File: config.mk
export PLATFORM = sky130hd
export DESIGN_NAME = round_robin_arbiter_6
export DESIGN_NICKNAME = d
export VERILOG_FILES = /design/src/rtl/round_robin_arbiter_6.sv
export SDC_FILE = /design/constraint.sdc
export NUM_CORES = 1
export LEC_CHECK = 0
export ABC_AREA = 1
export BUFFER_PORTS_ARGS = -buffer_cell sky130_fd_sc_hd__buf_2
export CAP_MARGIN = 5
export CORE_MARGIN = 3
export CORE_UTILIZATION = 40
export CTS_BUF_LIST = sky130_fd_sc_hd__clkbuf_8
export DETAILED_ROUTE_END_ITERATION = 10
export PLACE_DENSITY_LB_ADDON = 0.08
export SLEW_MARGIN = 20
export SYNTH_ARGS = -nofsm -noshare
export SYNTH_HDL_FRONTEND = slang
export SYNTH_SLANG_ARGS = --single-unit
File: constraint.sdc
create_clock -name Clock -period 3.28 [get_ports Clock]
set_input_delay 0.164 -clock Clock [delete_from_list [all_inputs] [get_ports Clock]]
set_output_delay 0.164 -clock Clock [all_outputs]
set_load 0.1 [all_outputs]
File: src/rtl/round_robin_arbiter_6.sv
// ---------------------------------------------------------------------------
// RoundRobinArbiter6
//
// Purpose:
//   Shares one datapath resource among six requesters. A rotating priority
//   pointer picks the next grantee. The grant is held until one of these
//   happens: the grantee signals Done, the grantee withdraws its request, or
//   a hold limit expires. Every grant is followed by a one-cycle turnaround
//   (RELEASE) before the next grant is issued.
//
// Parameters:
//   RequestMask  per-requester polarity; bit i = 1 makes Req[i] active-low
//   MaxHold      maximum number of cycles a grant may stay asserted (2..255)
//
// Ports:
//   Clock    in   system clock; all state changes on its rising edge
//   Reset    in   synchronous, active-high reset
//   Req      in   [5:0] raw request lines (polarity set by RequestMask)
//   Done     in   current grantee has finished; only looked at in GRANT
//   Grant    out  [5:0] one-hot registered grant
//   GrantId  out  [2:0] binary index of the grantee, 0 when nothing granted
//   Busy     out  high while a grant is active
//   Timeout  out  one-cycle pulse when a grant is revoked by the hold limit
// ---------------------------------------------------------------------------
module round_robin_arbiter_6 #(
   parameter logic [5:0] RequestMask = 6'b000000,
   parameter int         MaxHold     = 16
) (
   input  logic       Clock,
   input  logic       Reset,
   input  logic [5:0] Req,
   input  logic       Done,
   output logic [5:0] Grant,
   output logic [2:0] GrantId,
   output logic       Busy,
   output logic       Timeout
);

   typedef enum logic [1:0] {
      IDLE    = 2'd0,
      GRANT   = 2'd1,
      RELEASE = 2'd2
   } state_t;

   // The hold counter starts at 0 on the first granted cycle, so the grant
   // is revoked on the edge where it reaches MaxHold-1.
   localparam logic [7:0] HoldLimit = 8'(MaxHold - 1);

   state_t     r_state;
   logic [2:0] r_ptr;
   logic [7:0] r_holdCnt;
   logic [5:0] r_grant;
   logic [2:0] r_grantId;
   logic       r_busy;
   logic       r_timeout;

   logic [5:0] w_eReq;
   logic       w_anyReq;
   logic [2:0] w_winner;
   logic [3:0] w_idx;
   logic       w_found;
   logic [2:0] w_nextPtr;

   // Normalise request polarity so the arbitration logic only ever deals
   // with active-high requests.
   assign w_eReq   = Req ^ RequestMask;
   assign w_anyReq = |w_eReq;

   // Rotating-priority search: walk the six positions starting at the
   // pointer, wrapping 5 -> 0, and take the first active request.
   always_comb begin
      w_winner = 3'd0;
      w_found  = 1'b0;
      w_idx    = 4'd0;
      for (int k = 0; k < 6; k++) begin
         w_idx = {1'b0, r_ptr} + 4'(k);
         if (w_idx >= 4'd6) begin
            w_idx = w_idx - 4'd6;
         end
         if (!w_found && w_eReq[w_idx[2:0]]) begin
            w_found  = 1'b1;
            w_winner = w_idx[2:0];
         end
      end
   end

   // After a grant, the requester just served becomes the lowest priority
   // by moving the pointer one past it.
   assign w_nextPtr = (r_grantId == 3'd5) ? 3'd0 : 3'(r_grantId + 3'd1);

   // Main controller: state, pointer, hold counter and all registered
   // outputs are updated together so the outputs never glitch. Timeout
   // defaults low each cycle and is only raised on a hold-limit revoke,
   // which yields the single-cycle pulse during RELEASE.
   always_ff @(posedge Clock) begin
      if (Reset) begin
         r_state   <= IDLE;
         r_ptr     <= 3'd0;
         r_holdCnt <= 8'd0;
         r_grant   <= 6'b000000;
         r_grantId <= 3'd0;
         r_busy    <= 1'b0;
         r_timeout <= 1'b0;
      end else begin
         r_timeout <= 1'b0;
         case (r_state)
            IDLE, RELEASE: begin
               r_grant   <= 6'b000000;
               r_grantId <= 3'd0;
               r_busy    <= 1'b0;
               r_holdCnt <= 8'd0;
               if (w_anyReq) begin
                  r_state   <= GRANT;
                  r_grant   <= 6'b000001 << w_winner;
                  r_grantId <= w_winner;
                  r_busy    <= 1'b1;
               end else begin
                  r_state <= IDLE;
               end
            end

            GRANT: begin
               // Done takes precedence over the hold limit, so a completion
               // on the final allowed cycle is not reported as a timeout.
               if (Done || !w_eReq[r_grantId] || (r_holdCnt == HoldLimit)) begin
                  r_state   <= RELEASE;
                  r_ptr     <= w_nextPtr;
                  r_grant   <= 6'b000000;
                  r_grantId <= 3'd0;
                  r_busy    <= 1'b0;
                  r_holdCnt <= 8'd0;
                  r_timeout <= !Done && w_eReq[r_grantId];
               end else begin
                  r_holdCnt <= r_holdCnt + 8'd1;
               end
            end

            default: begin
               r_state   <= IDLE;
               r_grant   <= 6'b000000;
               r_grantId <= 3'd0;
               r_busy    <= 1'b0;
               r_holdCnt <= 8'd0;
            end
         endcase
      end
   end

   assign Grant   = r_grant;
   assign GrantId = r_grantId;
   assign Busy    = r_busy;
   assign Timeout = r_timeout;

endmodule

==> run summary <==
Result of the run = finished, final reports clean
Width of the die = 75.43 µm
CP arrival = 3080 ps
Sequential area share after synthesis = 24.92%
Number of standard cells in the layout, taps in and fillers out = 378
Cell area after technology mapping = 1928 µm²
Estimated wirelength of the detail-placed design = 3725 µm
Most common cell on crit path = sky130_fd_sc_hd__nand2_1
Die height = 75.43 µm
Max-cap violation count = 0
Via density = 5.045
Post-CTS setup buffer count = 0
Row Count = 24
Hold Fails Final Rpt = 0
Internal Dissipation = 968.4 µW
Critical path endpoint category = flip-flop
Total negative setup slack = 0 ps
Worst Min Path Start = Reset
Number of global-route vias before repair = 1705
Port Buffers = 19
Worst-path clk slew = 90 ps
Effective utilization at floorplan = 42.81%
Number of diodes = 0
Layout Utilization = 47.75%
Setup slack, reg-to-reg = 420 ps
Number of remaining DRC errors = 0
Clock latency on the worst-skew pair = 270 ps
Final Skew = 4.790 ps
Global route overflow = 0
Smallest setup slack after layout = 420.0 ps
Number of instances in the synthesized netlist = 304
Core area = 4504 µm²
Synth-to-Final Area Change = 11.55%
Routed via count = 1907
Share of the clock period used by the worst path after layout = 87.19%
Crit path required time = 3500 ps
Library cell contributing the largest single delay on the critical path = sky130_fd_sc_hd__dfxtp_1
Smallest hold slack = 81.14 ps
RR Endpoint = Grant[4]
Largest incremental delay on the critical path = 500 ps
Die Area = 5690 µm²
Number of max-slew violations in the final report = 0
Inst Count DP = 374
Area of combinational cells with multiple inputs = 1262 µm²
Number of fill cells in the layout = 479
Hold Path Cell Cnt = 2
Number of antenna violations at the first check in global routing = 0
Iteration count of the initial detailed-routing pass = 4
Synthesized flop and latch total = 24
Startpoint type of the worst setup path = flip-flop
Part of the power in registers = 16.8%
Sink Count = 24
Static leakage power = 0.001101 µW
Synth cell types = 33
Logic gate share of total power = 72.1%
TritonCTS clock tree = built
Setup violation total in the final timing report = 0
Power share of the clock group = 11.1%
Shortest period the worst path allows = 2860 ps
Worst r2r path cells = 19
Maximum buffer depth of the clock tree = 2
Maximum level of the CTS H-tree = 1
# IOs = 20
Largest voltage drop on the vdd net = 0.0005076 V
Global-route wire length before repair = 7693 µm
Post-cts resize count = 0
Register Area = 480.5 µm²
TritonCTS Buffers = 3
Reg-to-reg critical path startpoint = r_ptr[1]
Wirelength per Cell = 12.21 µm
Largest net degree at the start of global routing = 18
Switching power total = 1395 µW
Critical Setup Path Class = flip-flop to flip-flop
First-iteration detailed-routing DRC count = 118
Root buf cell = sky130_fd_sc_hd__clkbuf_8
GPL Wtd Cong = 0.8936
ANT nets after route = 0
CTS Hold Bufs = 0
Average cell area after synthesis = 6.342 µm²
Maximum fanout count along the critical path = 8
Normalized max-slew margin = 62.85%
Share of final-layout standard cells stronger than drive strength 1 = 18.71%
Min-Delay Endpoint = Busy
Fraction of power spent switching nets = 59.02%
Setup repair after global routing missed its margin = false
Worst-path cell chain = inv_1 -> ha_1 -> inv_2 -> nand2_4 -> nand2_1 -> nand2_1 -> nand2_1 -> nand2_1 -> o21ai_1 -> o211ai_1 -> nand2_1 -> nor2_1 -> nand2_1 -> nand2_1 -> nand2_2 -> nand2_2 -> nor2_1 -> nand3_1 -> nand2_1
Post-layout nets = 345
Achievable clock frequency = 349.7 MHz
Tot GR Track Use = 17.29%
WL final = 4614 µm
PD cells = 1099 nW/µm²
Slew at the pin closest to its max-slew limit = 550.0 ps
Syn. warnings = 0
Worst slack after detailed placement = 473.1 ps
Syn_nets = 322
Min-delay worst type = primary input to flip-flop
## Yosys cell counts
cell / n / area share (%)
sky130_fd_sc_hd__nand2_2: 11 / 3.6
sky130_fd_sc_hd__o21ai_0: 11 / 2.9
sky130_fd_sc_hd__o211ai_1: 2 / 0.78
sky130_fd_sc_hd__nand2_4: 3 / 1.8
sky130_fd_sc_hd__o22ai_1: 2 / 0.65
sky130_fd_sc_hd__o21bai_2: 1 / 0.58
sky130_fd_sc_hd__a21oi_2: 2 / 0.91
sky130_fd_sc_hd__nor2_1: 32 / 6.2
sky130_fd_sc_hd__nor2_8: 1 / 1.0
sky130_fd_sc_hd__a21oi_1: 10 / 2.6
sky130_fd_sc_hd__xor2_1: 4 / 1.8
sky130_fd_sc_hd__o31ai_2: 1 / 0.65
sky130_fd_sc_hd__ha_1: 9 / 5.8
sky130_fd_sc_hd__o31ai_1: 1 / 0.39
sky130_fd_sc_hd__o21ai_1: 6 / 1.6
sky130_fd_sc_hd__inv_1: 37 / 7.2
sky130_fd_sc_hd__a211oi_1: 1 / 0.39
sky130_fd_sc_hd__nor3_1: 3 / 0.78
sky130_fd_sc_hd__nand3_2: 2 / 1.0
sky130_fd_sc_hd__buf_2: 1 / 0.26
sky130_fd_sc_hd__buf_6: 1 / 0.58
sky130_fd_sc_hd__nand4_1: 5 / 1.6
sky130_fd_sc_hd__nand3_4: 3 / 2.7
sky130_fd_sc_hd__o21ai_2: 1 / 0.45
sky130_fd_sc_hd__inv_2: 8 / 1.6
sky130_fd_sc_hd__dfxtp_1: 24 / 25
sky130_fd_sc_hd__nand2_1: 82 / 16
sky130_fd_sc_hd__o21bai_1: 1 / 0.39
sky130_fd_sc_hd__o41ai_1: 1 / 0.45
sky130_fd_sc_hd__xnor2_1: 1 / 0.45
sky130_fd_sc_hd__nor2_2: 4 / 1.3
sky130_fd_sc_hd__nand3_1: 32 / 8.3
sky130_fd_sc_hd__nor3b_1: 1 / 0.39
## flip-flops by register name (all words and copies together) (netlist names)
signal / count
Busy: 1
Grant: 6
GrantId: 3
Timeout: 1
r_holdCnt: 8
r_ptr: 3
r_state: 2
## placed cells by master, fill, tap and decap left out, types with 4 or more instances in the layout
cell type / count
sky130_fd_sc_hd__nand2_1: 82
sky130_fd_sc_hd__o21ai_0: 11
sky130_fd_sc_hd__buf_2: 19
sky130_fd_sc_hd__dfxtp_1: 24
sky130_fd_sc_hd__o21ai_1: 6
sky130_fd_sc_hd__nor2_1: 32
sky130_fd_sc_hd__nand4_1: 5
sky130_fd_sc_hd__ha_1: 9
sky130_fd_sc_hd__inv_1: 37
sky130_fd_sc_hd__a21oi_1: 10
sky130_fd_sc_hd__nand3_1: 32
sky130_fd_sc_hd__nand2_2: 11
sky130_fd_sc_hd__xor2_1: 4
sky130_fd_sc_hd__inv_2: 8
sky130_fd_sc_hd__nor2_2: 4
## power by group through the flow
| stage | clock, µW | sequential, µW | combinational [µW] |
|---|---|---|---|
| after global routing | 279 | 405 | 1880 |
| after global placement | 0 | 403 | 1700 |
| after CTS | 267 | 398 | 1690 |
| final | 261 | 398 | 1700 |
| after floorplan | 0 | 660 | 1130 |
| after detailed placement | 0 | 404 | 1680 |
## layer usage
layer | global-route usage (%) | vias to the layer above | share of wire (%)
met2 | 26.46 | 41 | 44
met1 | 24.74 | 845 | 51
met5 | 0 | - | 0
met4 | 4.660 | 0 | 0.87
li1 | - | 1017 | -
met3 | 3.430 | 4 | 3.6
## through the flow
stage	cell area [µm²]	total power, µW
finish	2151	2363
global placement	2079	2108
CTS	2151	2355
global route	2151	2565
detailed placement	2079	2082
floorplan	1928	1788
## kinds of logic (layout without fill, tap and decap cells)
logic type      Yosys count  after routing  share of synthesized area (%)
compound gates           40             40                          12.65
xor+xnor                  5              5                          2.271
fa+ha+maj                 9              9                          5.840
buf+inv                  47             69                          9.604
flops                    24             24                          24.92
simple gates            179            179                          44.71
## worst max-delay path by stage
stage	start	end	slack, ps
detailed placement	r_ptr[1]	Grant[2]	470
finish	r_ptr[1]	Grant[4]	420
global placement	r_ptr[1]	Grant[5]	480
floorplan	GrantId[0]	GrantId[1]	680
global route	r_ptr[1]	Grant[4]	150
CTS	r_ptr[1]	Grant[4]	450
## final cells by class
type | instances | area share [%]
well taps | 52 | 3.025
inverters | 45 | 7.853
multi-input cells | 233 | 58.70
repair buffers | 20 | 4.770
clock inverters | 1 | 1.396
flip-flops and latches | 24 | 22.34
clock buffers | 3 | 1.920
## critical path, delay by kind of cell (launching register included)
kind,cells,cell delay [ps]
AO/OA/AOI/OAI,2,350
adder cells (fa/ha/maj),1,410
buffers and inverters,2,380
flip-flops,1,500
AND/OR/NAND/NOR,14,1170
No activity file was read; power rests on OpenSTA's default activity.
